`config.mk`:
```
export PLATFORM = sky130hd
export DESIGN_NAME = pixel_scan_counter
export DESIGN_NICKNAME = d
export VERILOG_FILES = /design/src/rtl/pixel_scan_counter.sv
export SDC_FILE = /design/constraint.sdc
export NUM_CORES = 1
export LEC_CHECK = 0
export CORE_MARGIN = 4
export CORE_UTILIZATION = 58
export DETAILED_ROUTE_END_ITERATION = 8
export DONT_BUFFER_PORTS = 1
export GPL_TIMING_DRIVEN = 0
export PLACE_DENSITY = 0.76
export RECOVER_POWER = 100
export SKIP_CTS_REPAIR_TIMING = 1
export SLEW_MARGIN = 10
export SYNTH_ARGS = -nofsm -noshare
export SYNTH_HDL_FRONTEND = slang
export SYNTH_SLANG_ARGS = --single-unit
```
`constraint.sdc`:
```
create_clock -name clk -period 3.3 [get_ports clk]
set_input_delay 0.66 -clock clk [delete_from_list [all_inputs] [get_ports clk]]
set_output_delay 0.66 -clock clk [all_outputs]
set_load 0.05 [all_outputs]
```
`src/rtl/pixel_scan_counter.sv`:
```
// Raster position generator: column/row tracking over a programmable frame with row/frame events.
// Define PIXEL_SCAN_SERPENTINE_EN to honour the serpentine input (odd rows scanned right-to-left).
module pixel_scan_counter #(
    parameter int CNT_BITS = 16
) (
    input  logic                clk,
    input  logic                n_rst,
    input  logic                start,
    input  logic [CNT_BITS-1:0] n_columns,
    input  logic [CNT_BITS-1:0] n_rows,
    input  logic                serpentine,
    input  logic                count_enable,
    input  logic                flag_clear,
    output logic                busy,
    output logic [CNT_BITS-1:0] col_count_out,
    output logic [CNT_BITS-1:0] row_count_out,
    output logic                last_pixel,
    output logic                switch_rows,
    output logic                image_done_flag
);

    typedef enum logic [0:0] {
        ST_IDLE = 1'b0,
        ST_SCAN = 1'b1
    } state_t;

    state_t              state_r, state_s;
    logic [CNT_BITS-1:0] cols_r, cols_s;
    logic [CNT_BITS-1:0] rows_r, rows_s;
    logic [CNT_BITS-1:0] col_r, col_s;
    logic [CNT_BITS-1:0] row_r, row_s;
    logic                switch_r, switch_s;
    logic                flag_r, flag_s;
    logic [CNT_BITS-1:0] last_col_s;
    logic [CNT_BITS-1:0] last_row_s;
    logic                rev_row_s;
    logic                next_rev_s;
    logic                row_end_s;
    logic                at_last_row_s;
    logic                size_zero_s;
    logic                flag_hold_s;
    logic                last_pixel_s;

`ifdef PIXEL_SCAN_SERPENTINE_EN
    logic serp_r, serp_s;

    // Odd rows run backwards; next_rev_s describes the row about to be entered.
    assign rev_row_s  = serp_r & row_r[0];
    assign next_rev_s = serp_r & ~row_r[0];
`else
    logic unused_serp_s;

    assign unused_serp_s = serpentine;
    assign rev_row_s     = 1'b0;
    assign next_rev_s    = 1'b0;
`endif

    assign last_col_s    = cols_r - {{(CNT_BITS-1){1'b0}}, 1'b1};
    assign last_row_s    = rows_r - {{(CNT_BITS-1){1'b0}}, 1'b1};
    assign row_end_s     = rev_row_s ? (col_r == {CNT_BITS{1'b0}}) : (col_r == last_col_s);
    assign at_last_row_s = (row_r == last_row_s);
    assign size_zero_s   = (n_columns == {CNT_BITS{1'b0}}) || (n_rows == {CNT_BITS{1'b0}});
    assign flag_hold_s   = flag_clear ? 1'b0 : flag_r;
    assign last_pixel_s  = (state_r == ST_SCAN) && row_end_s && at_last_row_s;

    // Next-state, next-count and event logic.
    always_comb begin
        state_s  = state_r;
        cols_s   = cols_r;
        rows_s   = rows_r;
        col_s    = col_r;
        row_s    = row_r;
        switch_s = 1'b0;
        flag_s   = flag_hold_s;
`ifdef PIXEL_SCAN_SERPENTINE_EN
        serp_s   = serp_r;
`endif
        if (start) begin
            // Accepted in either state; a restart during SCAN leaves the flag alone.
            cols_s = n_columns;
            rows_s = n_rows;
            col_s  = {CNT_BITS{1'b0}};
            row_s  = {CNT_BITS{1'b0}};
`ifdef PIXEL_SCAN_SERPENTINE_EN
            serp_s = serpentine;
`endif
            if (size_zero_s) begin
                state_s = ST_IDLE;
                flag_s  = 1'b1;
            end else begin
                state_s = ST_SCAN;
                flag_s  = (state_r == ST_IDLE) ? 1'b0 : flag_hold_s;
            end
        end else begin
            case (state_r)
                ST_IDLE: begin
                    state_s = ST_IDLE;
                end
                ST_SCAN: begin
                    if (!count_enable) begin
                        state_s = ST_SCAN;
                    end else if (last_pixel_s) begin
                        state_s  = ST_IDLE;
                        col_s    = {CNT_BITS{1'b0}};
                        row_s    = {CNT_BITS{1'b0}};
                        switch_s = 1'b1;
                        flag_s   = 1'b1;
                    end else if (row_end_s) begin
                        row_s    = row_r + {{(CNT_BITS-1){1'b0}}, 1'b1};
                        col_s    = next_rev_s ? last_col_s : {CNT_BITS{1'b0}};
                        switch_s = 1'b1;
                    end else begin
                        col_s = rev_row_s ? (col_r - {{(CNT_BITS-1){1'b0}}, 1'b1})
                                          : (col_r + {{(CNT_BITS-1){1'b0}}, 1'b1});
                    end
                end
                default: begin
                    state_s = ST_IDLE;
                    col_s   = {CNT_BITS{1'b0}};
                    row_s   = {CNT_BITS{1'b0}};
                end
            endcase
        end
    end

    // State, count and event registers.
    always_ff @(posedge clk or negedge n_rst) begin
        if (!n_rst) begin
            state_r  <= ST_IDLE;
            cols_r   <= {CNT_BITS{1'b0}};
            rows_r   <= {CNT_BITS{1'b0}};
            col_r    <= {CNT_BITS{1'b0}};
            row_r    <= {CNT_BITS{1'b0}};
            switch_r <= 1'b0;
            flag_r   <= 1'b0;
        end else begin
            state_r  <= state_s;
            cols_r   <= cols_s;
            rows_r   <= rows_s;
            col_r    <= col_s;
            row_r    <= row_s;
            switch_r <= switch_s;
            flag_r   <= flag_s;
        end
    end

`ifdef PIXEL_SCAN_SERPENTINE_EN
    // Scan-order register, latched with the sizes.
    always_ff @(posedge clk or negedge n_rst) begin
        if (!n_rst) begin
            serp_r <= 1'b0;
        end else begin
            serp_r <= serp_s;
        end
    end
`endif

    assign busy            = (state_r == ST_SCAN);
    assign col_count_out   = col_r;
    assign row_count_out   = row_r;
    assign last_pixel      = last_pixel_s;
    assign switch_rows     = switch_r;
    assign image_done_flag = flag_r;

endmodule

```
; Word level (Yosys, flattened, before mapping)
; Cells that the tools add are included.
; W data, S select, Z words.
[totals]
register_bits = 67
inputBits = 38
out_inout_bits = 36
[op_classes]
n_addsub = 4
n_eq_ne = 2
n_mux = 27
bitwise = 1
n_reduce_logical = 10
[ops]
columns = operator, n
row1 = $mux W16, 10
row2 = $add A16 B1 Y16 const B, 2
row3 = $eq A16 B16 Y1, 2
row4 = $logic_not A16 Y1, 2
row5 = $sub A16 B1 Y16 const B, 2
row6 = $mux W1, 16
row7 = $reduce_bool A2 Y1, 2
row8 = $reduce_and A3 Y1, 1
row9 = $reduce_bool A3 Y1, 1
row10 = $logic_and A1 B1 Y1, 2
row11 = $pmux W1 S2, 1
row12 = $reduce_and A2 Y1, 1
row13 = $logic_or A1 B1 Y1, 1
row14 = $not A1 Y1, 1

; Logic depth before layout (Yosys ltp)
; Gate-level depths: netlist of the first run.
[depth]
word_depth = 8
depth_mapped = 13
depth_no_buf = 10

; Worst setup path after synthesis of the first run
; No wires, ideal clock.
[synth_timing]
path_type = register -> output
from = register cols_r[0]
to = output last_pixel
t_arrival_ns = 3.355
required_ns = 2.640
setup_slack_ns = -0.715
path_stages_with_launch = 11
n_path_buf = 1
cell_sequence = dfrtp_1 inv_1 ha_1 or4b_1 buf_2 xnor2_1 a32oi_1 o21ba_2 a2111oi_4 nand2_2 nor3_1
[synth_via]
elab_chain_cells = 4
[synth_lines]
columns = element, line_no
row1 = start: declaration, 28  ; logic [CNT_BITS-1:0] cols_r, cols_s;
row2 = start signal: assignment, 130  ; cols_r <= {CNT_BITS{1'b0}};
row3 = start signal: assignment, 138  ; cols_r <= cols_s;
row4 = $sub A16 B1 Y16, 58  ; assign last_col_s = cols_r - {{(CNT_BITS-1){1'b0}}, 1'b1};
row5 = $eq A16 B16 Y1, 60  ; assign row_end_s = rev_row_s ? (col_r == {CNT_BITS{1'b0}}) : (col_r == last_col_s);
row6 = $logic_and A1 B1 Y1 (2 in a row), 64  ; assign last_pixel_s = (state_r == ST_SCAN) && row_end_s && at_last_row_s;
row7 = end: declaration, 17  ; output logic last_pixel,
; Every way passes these cells.

; Worst setup path after layout of the first run
; Same ends and word-level chain as after synthesis.

==> flow_summary.yaml, run 1 <==
floorplanning:
  die_area_sq_um: 9050
  num_rows: 31
  initial_core_util_pct: 60.06
  die_w_um: 95.13
  num_io_pins: 74
  core_sq_um: 7331
  die_h_um: 95.13
clock_tree:
  htreeDepth: 3
  clk_pin_slew_ps: 70
  cts_sinks: 67
  cts_root_buf: "clkbuf_8"
  cts_tree: "yes"
  cts_buffers: 9
  clock_latency_ps: 350
  max-clock-path-buffers: 2
logic_synthesis:
  syn_area_per_cell_sq_um: 9.388
  yosysWarnings: 0
  synthFlopType: "dfrtp_1"
  async_reset_ff_share_pct: 100.0
  synthXorXnorAreaFrac_pct: 7.957
  synthDistinctLibCells: 73
  synth_compound_area_share_pct: 17.45
  synthSimpleGateAreaFrac_pct: 24.92
  synth_fa_ha_area_share_pct: 1.137
  ys_ff_latch: 67
  syn_nets: 511
  synth_cells: 469
  ys_seq_area_share_pct: 38.08
  synth_top_family_by_area: "simple AND/OR/NAND/NOR gates"
  synthMuxAreaShare_pct: 7.104
  synth-edff-count: 0
  syn_area_sq_um: 4403
global_routing:
  antenna_found_initial: 0
  grtUsageTotal_pct: 24.81
  grt_max_degree: 68
  grt_pass1_wl_mm: 17.30
  grt_pass1_vias: 3470
  grt-ovfl-total: 0
pwr:
  internal_power_mw: 1.365
  pwr-share-seq_pct: 49.0
  total_power_mw: 1.930
  power_density_nw_per_um2: 392.2
  ir_worst_vdd_uv: 259.5
  clkPwrFrac_pct: 35.5
  p_leak_nw: 1.986
  p_sw_share_pct: 29.30
  p_sw_mw: 0.5656
  power_frac_comb_pct: 15.5
timing:
  worst_pin_slew_ps: 1529
  grt_setup_unrepaired: "yes"
  setup_slack_ps: -554.2
  period_minus_slack_ps: 3854
  fin_crit_sh_pct: 116.8
  hold_viol: 0
  fin_worst_skew_ps: 9.690
  worst_slew_margin_rel_pct: -1.941
  setup_tns_ps: -2089
  whs_ps: 429.6
  finalSetupViolations: 10
  max_freq_ghz: 0.2595
  slew_violations: 62
final_layout:
  final_util_pct: 67.13
  ff_latch_area_sq_um: 1679
  multi_input_area_sq_um: 2685
  num_antenna_cells: 0
  fill_cells: 583
  fin_nets: 533
  layout-drive-gt1-share_pct: 20.36
  synthToLayoutAreaGrowth_pct: 11.76
route:
  drc: 0
  drtIter0Drc: 227
  drtPass1Iterations: 5
  routed_wl_mm: 11.40
  ant_nets: 0
  wl_per_cell_um: 19.16
  vias: 3847
  drt-vias-per-instance: 6.466
worst_hold_path:
  hold_path_class: "in -> reg"
place:
  dp_slack_ps: -447.0
  io_buffers: 0
  dp_hpwl_mm: 8.227
  gp_congestion: 0.8776
run_status:
  violations: "capacitance limit, slew limit, setup timing"
  status: "finished, violations left"
critical_path:
  startpoint_type: "flop"
  r2r-end: "row_count_out[12]"
  crit_start: "cols_r[0]"
  reg2reg_setup_slack_ps: -260
  worst_ep_arrival_time_ps: 3190
  reg2reg_from: "rows_r[0]"
  crit_path_end_kind: "output pin"
  cp-endpoint: "last_pixel"
  critical_path_required_ps: 2640
  r2r_cells: 11
  crit_type: "reg -> out"
  critPathMaxFanout: 7
run:
  max_cap_viol_count: 1
## registers in the layout (all words and copies together) (netlist names)
name and cells:
row_count_out 16, col_count_out 16, rows_r 16, image_done_flag 1, cols_r 16, busy 1, switch_rows 1
## worst max-delay path, stage by stage, from the launching register on
cell	delay [ps]
dfrtp_1	410
inv_2	90
ha_4	120
or4b_4	450
buf_6	150
o21ai_0	150
o311a_1	230
o22ai_1	130
a2111oi_4	420
nand2_2	160
nor3_4	520
## layout by cell type (no fill, tap or decap), types with 3 or more instances in the layout
cell / synthesis / routed
or2_2: 3 / 3
buf_4: 1 / 10
a211o_1: 4 / 4
nand2_1: 39 / 39
a21oi_1: 14 / 13
nand2b_1: 12 / 11
xnor2_1: 24 / 22
a211o_2: 4 / 4
a21o_2: 3 / 3
nor2_1: 25 / 25
xor2_1: 16 / 16
nand3_1: 15 / 15
a31oi_1: 9 / 9
ha_1: 4 / 3
clkbuf_8: 0 / 10
nor2b_1: 3 / 3
nand3b_1: 6 / 6
mux2_2: 26 / 26
nor3_1: 22 / 18
a22o_1: 4 / 4
or3_1: 6 / 6
o211ai_1: 3 / 3
clkbuf_1: 13 / 13
nand4_1: 7 / 7
and3_1: 13 / 13
inv_1: 10 / 8
o21ai_0: 26 / 25
nor3b_1: 15 / 15
clkinv_2: 0 / 3
clkbuf_2: 1 / 4
nor4_1: 14 / 13
nor3_2: 0 / 3
dfrtp_1: 67 / 65
## routing by layer
metal / up-vias / global-route usage (%) / wire (um)
met5: - / 0 / 0
met4: 0 / 9.135 / 162
met3: 15 / 5.762 / 928
met2: 160 / 37.03 / 5187
met1: 1866 / 35.04 / 5122
li1: 1806 / - / -
## cell type report
cell class | count | share of cell area (%)
Multi-Input combinational cell | 370 | 54.56
Sequential cell | 67 | 34.12
Clock buffer | 11 | 2.873
Tap cell | 99 | 2.517
Buffer | 22 | 2.415
Inverter | 10 | 0.7628
Timing Repair Buffer | 11 | 1.678
Clock inverter | 5 | 1.068
## metrics by stage
| step | instance area (sq um) | std cells |
|---|---|---|
| 3_5_place_dp | 4538 | 568 |
| 3_3_place_gp | 4538 | 568 |
| 5_1_grt | 4921 | 595 |
| 4_1_cts | 4732 | 584 |
| 2_1_floorplan | 4414 | 469 |
| 6_report | 4921 | 595 |
## cells in the mapped netlist, types with 3 or more instances
master	n	area [sq um]
dfrtp_1	67	1677
nand2_1	39	146.4
mux2_2	26	292.8
o21ai_0	26	130.1
nor2_1	25	93.84
xnor2_1	24	210.2
nor3_1	22	110.1
xor2_1	16	140.1
nand3_1	15	75.07
nor3b_1	15	112.6
a21oi_1	14	70.07
nor4_1	14	87.58
and3_1	13	81.33
clkbuf_1	13	48.80
nand2b_1	12	75.07
inv_1	10	37.54
a31oi_1	9	56.30
nand4_1	7	43.79
nand3b_1	6	45.04
or3_1	6	37.54
a211o_1	4	35.03
a211o_2	4	40.04
a22o_1	4	35.03
ha_1	4	50.05
a21o_2	3	26.28
buf_2	3	15.01
nor2b_1	3	18.77
o211ai_1	3	22.52
or2_2	3	18.77
## how the worst min path moves through the flow
stage,start,slack (ps),depth (start not counted),endpoint
after floorplan,n_rst,360,0,busy
after global placement,n_rst,370,0,col_count_out[2]
after detailed placement,n_rst,370,0,col_count_out[2]
after CTS,n_rst,-20,0,row_count_out[13]
after global routing,n_columns[4],440,1,cols_r[4]
final,n_columns[1],430,2,cols_r[1]
## power groups by stage
stage / Sequential (mW) / Combinational, mW / Clock, mW
final: 0.946 / 0.300 / 0.685
after global routing: 0.953 / 0.326 / 0.730
after CTS: 0.939 / 0.252 / 0.693
after detailed placement: 0.955 / 0.250 / 0
after global placement: 0.951 / 0.242 / 0
after floorplan: 0.934 / 0.210 / 0
## cells by family (layout without fill, tap and decap cells)
family / count (synthesis) / count (layout)
simple gates: 196 / 196
compound gates: 102 / 102
flops: 67 / 67
xor+xnor: 40 / 40
buf+inv: 32 / 59
mux: 28 / 28
fa+ha+maj: 4 / 4
(Power assumes the default switching activity.)
==> inputs of run 2 (changes only) <==
--- a/config.mk
+++ b/config.mk
@@ -5,7 +5,7 @@
 export SDC_FILE = /design/constraint.sdc
 export NUM_CORES = 1
 export LEC_CHECK = 0
-export CORE_MARGIN = 4
+export CORE_MARGIN = 2
 export CORE_UTILIZATION = 58
 export DETAILED_ROUTE_END_ITERATION = 8
 export DONT_BUFFER_PORTS = 1
==> run 2 against run 1 <==
The run still ends with capacitance limit, slew limit, setup timing left. Design area fell by 0.36%. First-iteration DRC count fell by 21%. Sequential cell count did not move. Clock skew rose by 0.71 ps. Via count fell by 0.13%. Wire length fell by 2.8%. Critical endpoint unchanged. Highest routed layer unchanged.
==> flow_summary.yaml, run 2 (same netlist as run 1, synthesis figures left out) <==
run_status:
  status: "finished, violations left"
  violations: "capacitance limit, slew limit, setup timing"
final_layout:
  synthToLayoutAreaGrowth_pct: 11.37
  num_antenna_cells: 0
  layout-drive-gt1-share_pct: 20.40
  layout_common_cells: "65 x dfrtp_1, 39 x nand2_1, 26 x mux2_2, 25 x nor2_1, 25 x o21ai_0"
  layout.cells.non_filler: 594
  fill_cells: 587
  fin_nets: 533
  multi_input_area_sq_um: 2686
  ff_latch_area_sq_um: 1679
  final_common_cell: "dfrtp_1"
timing:
  finalSetupViolations: 17
  period_minus_slack_ps: 3845
  grt_setup_unrepaired: "yes"
  max_freq_ghz: 0.2601
  setup_slack_ps: -545.1
  whs_ps: 438.7
  worst_slew_margin_rel_pct: -9.339
  hold_viol: 0
  slew_violations: 68
  fin_crit_sh_pct: 116.5
  fin_worst_skew_ps: 10.40
  setup_tns_ps: -1919
  worst_pin_slew_ps: 1640
route:
  ant_nets: 0
  drtPass1Iterations: 5
  vias: 3842
  top_layer: "met4"
  drc: 0
  drt-vias-per-instance: 6.468
  wl_met1_mm: 5.062
  routed_wl_mm: 11.08
  wl_met2_mm: 4.970
  dr_wl_met3_um: 883
  wl_per_cell_um: 18.66
  drtIter0Drc: 180
critical_path:
  worst_ep_arrival_time_ps: 3190
  crit_type: "reg -> out"
  crit_start: "cols_r[0]"
  startpoint_type: "flop"
  r2r_cells: 15
  critPathMaxFanout: 7
  reg2reg_setup_slack_ps: -180
  reg2reg_from: "cols_r[0]"
  critical_path_required_ps: 2640
  r2r-end: "row_count_out[13]"
  crit_path_end_kind: "output pin"
clock_tree:
  htreeDepth: 3
  clock_latency_ps: 340
  cts_buffers: 9
  cts_root_buf: "clkbuf_8"
  clk_pin_slew_ps: 70
  cts_sinks: 67
  cts_tree: "yes"
  max-clock-path-buffers: 2
place:
  dp.cells: 568
  dp_hpwl_mm: 8.165
  gp_congestion: 0.8842
  io_buffers: 0
pwr:
  ir_worst_vdd_uv: 253.2
  p_leak_nw: 1.982
  power_density_nw_per_um2: 382.0
floorplanning:
  die_w_um: 91.13
  num_rows: 31
  num_io_pins: 74
  initial_core_util_pct: 60.38
  die_h_um: 91.13
  die_area_sq_um: 8305
  core_sq_um: 7292
global_routing:
  grt-ovfl-total: 0
  antenna_found_initial: 0
  grtUsageTotal_pct: 26.76
  grt_pass1_wl_mm: 17.67
  grt_pass1_vias: 3463
  grt_max_degree: 68
worst_hold_path:
  min_from: "n_columns[0]"
  hold_path_class: "in -> reg"
  hold_end: "cols_r[0]"
  hold-path-cell-count: 2
run:
  max_cap_viol_count: 1
run 2: report_power, final:
| group | internal, mW | switching [mW] |
|---|---|---|
| logic | 0.137 | 0.161 |
| registers | 0.863 | 0.0834 |
| clock network | 0.328 | 0.300 |
| total | 1.33 | 0.545 |
run 2: how the worst max path moves through the flow:
stage | end | cells past startpoint | slack (ps)
6_report | last_pixel | 10 | -550
5_1_grt | last_pixel | 10 | -660
4_1_cts | last_pixel | 7 | -690
3_5_place_dp | last_pixel | 7 | -340
3_3_place_gp | last_pixel | 10 | -260
2_1_floorplan | last_pixel | 10 | 8
run 2: metrics by stage:
stage                     worst slack [ps]  power, mW  utilization, %  area (sq um)
after floorplan                      7.566      1.145               -          4414
after global placement              -259.7      1.191           62.23          4538
after detailed placement            -336.5      1.207           62.23          4538
after CTS                           -694.7      1.823           64.69          4717
after global routing                -656.9      1.955           67.24          4903
final                               -545.1      1.873           67.24          4903
run 2: worst max-delay path: stages, from the launching register on:
cell	delay (ps)
dfrtp_1	390
inv_2	90
ha_4	150
or4b_4	450
buf_6	150
o21ai_0	140
o311a_1	220
o22ai_1	120
a2111oi_4	410
nand2_2	150
nor3_4	550
run 2: final cells by class:
type | count | share of cell area, %
Inverter | 10 | 0.7655
Clock inverter | 2 | 0.2041
Clock buffer | 13 | 3.445
Tap cell | 99 | 2.526
Buffer | 22 | 2.399
Multi-Input combinational cell | 370 | 54.78
Timing Repair Buffer | 11 | 1.633
Sequential cell | 67 | 34.24
run 2: per-layer routing:
metal,global-route usage [%],up-vias
li1,-,1803
met1,39.79,1856
met2,37.90,163
met3,7.137,20
met4,8.712,0
met5,0,-
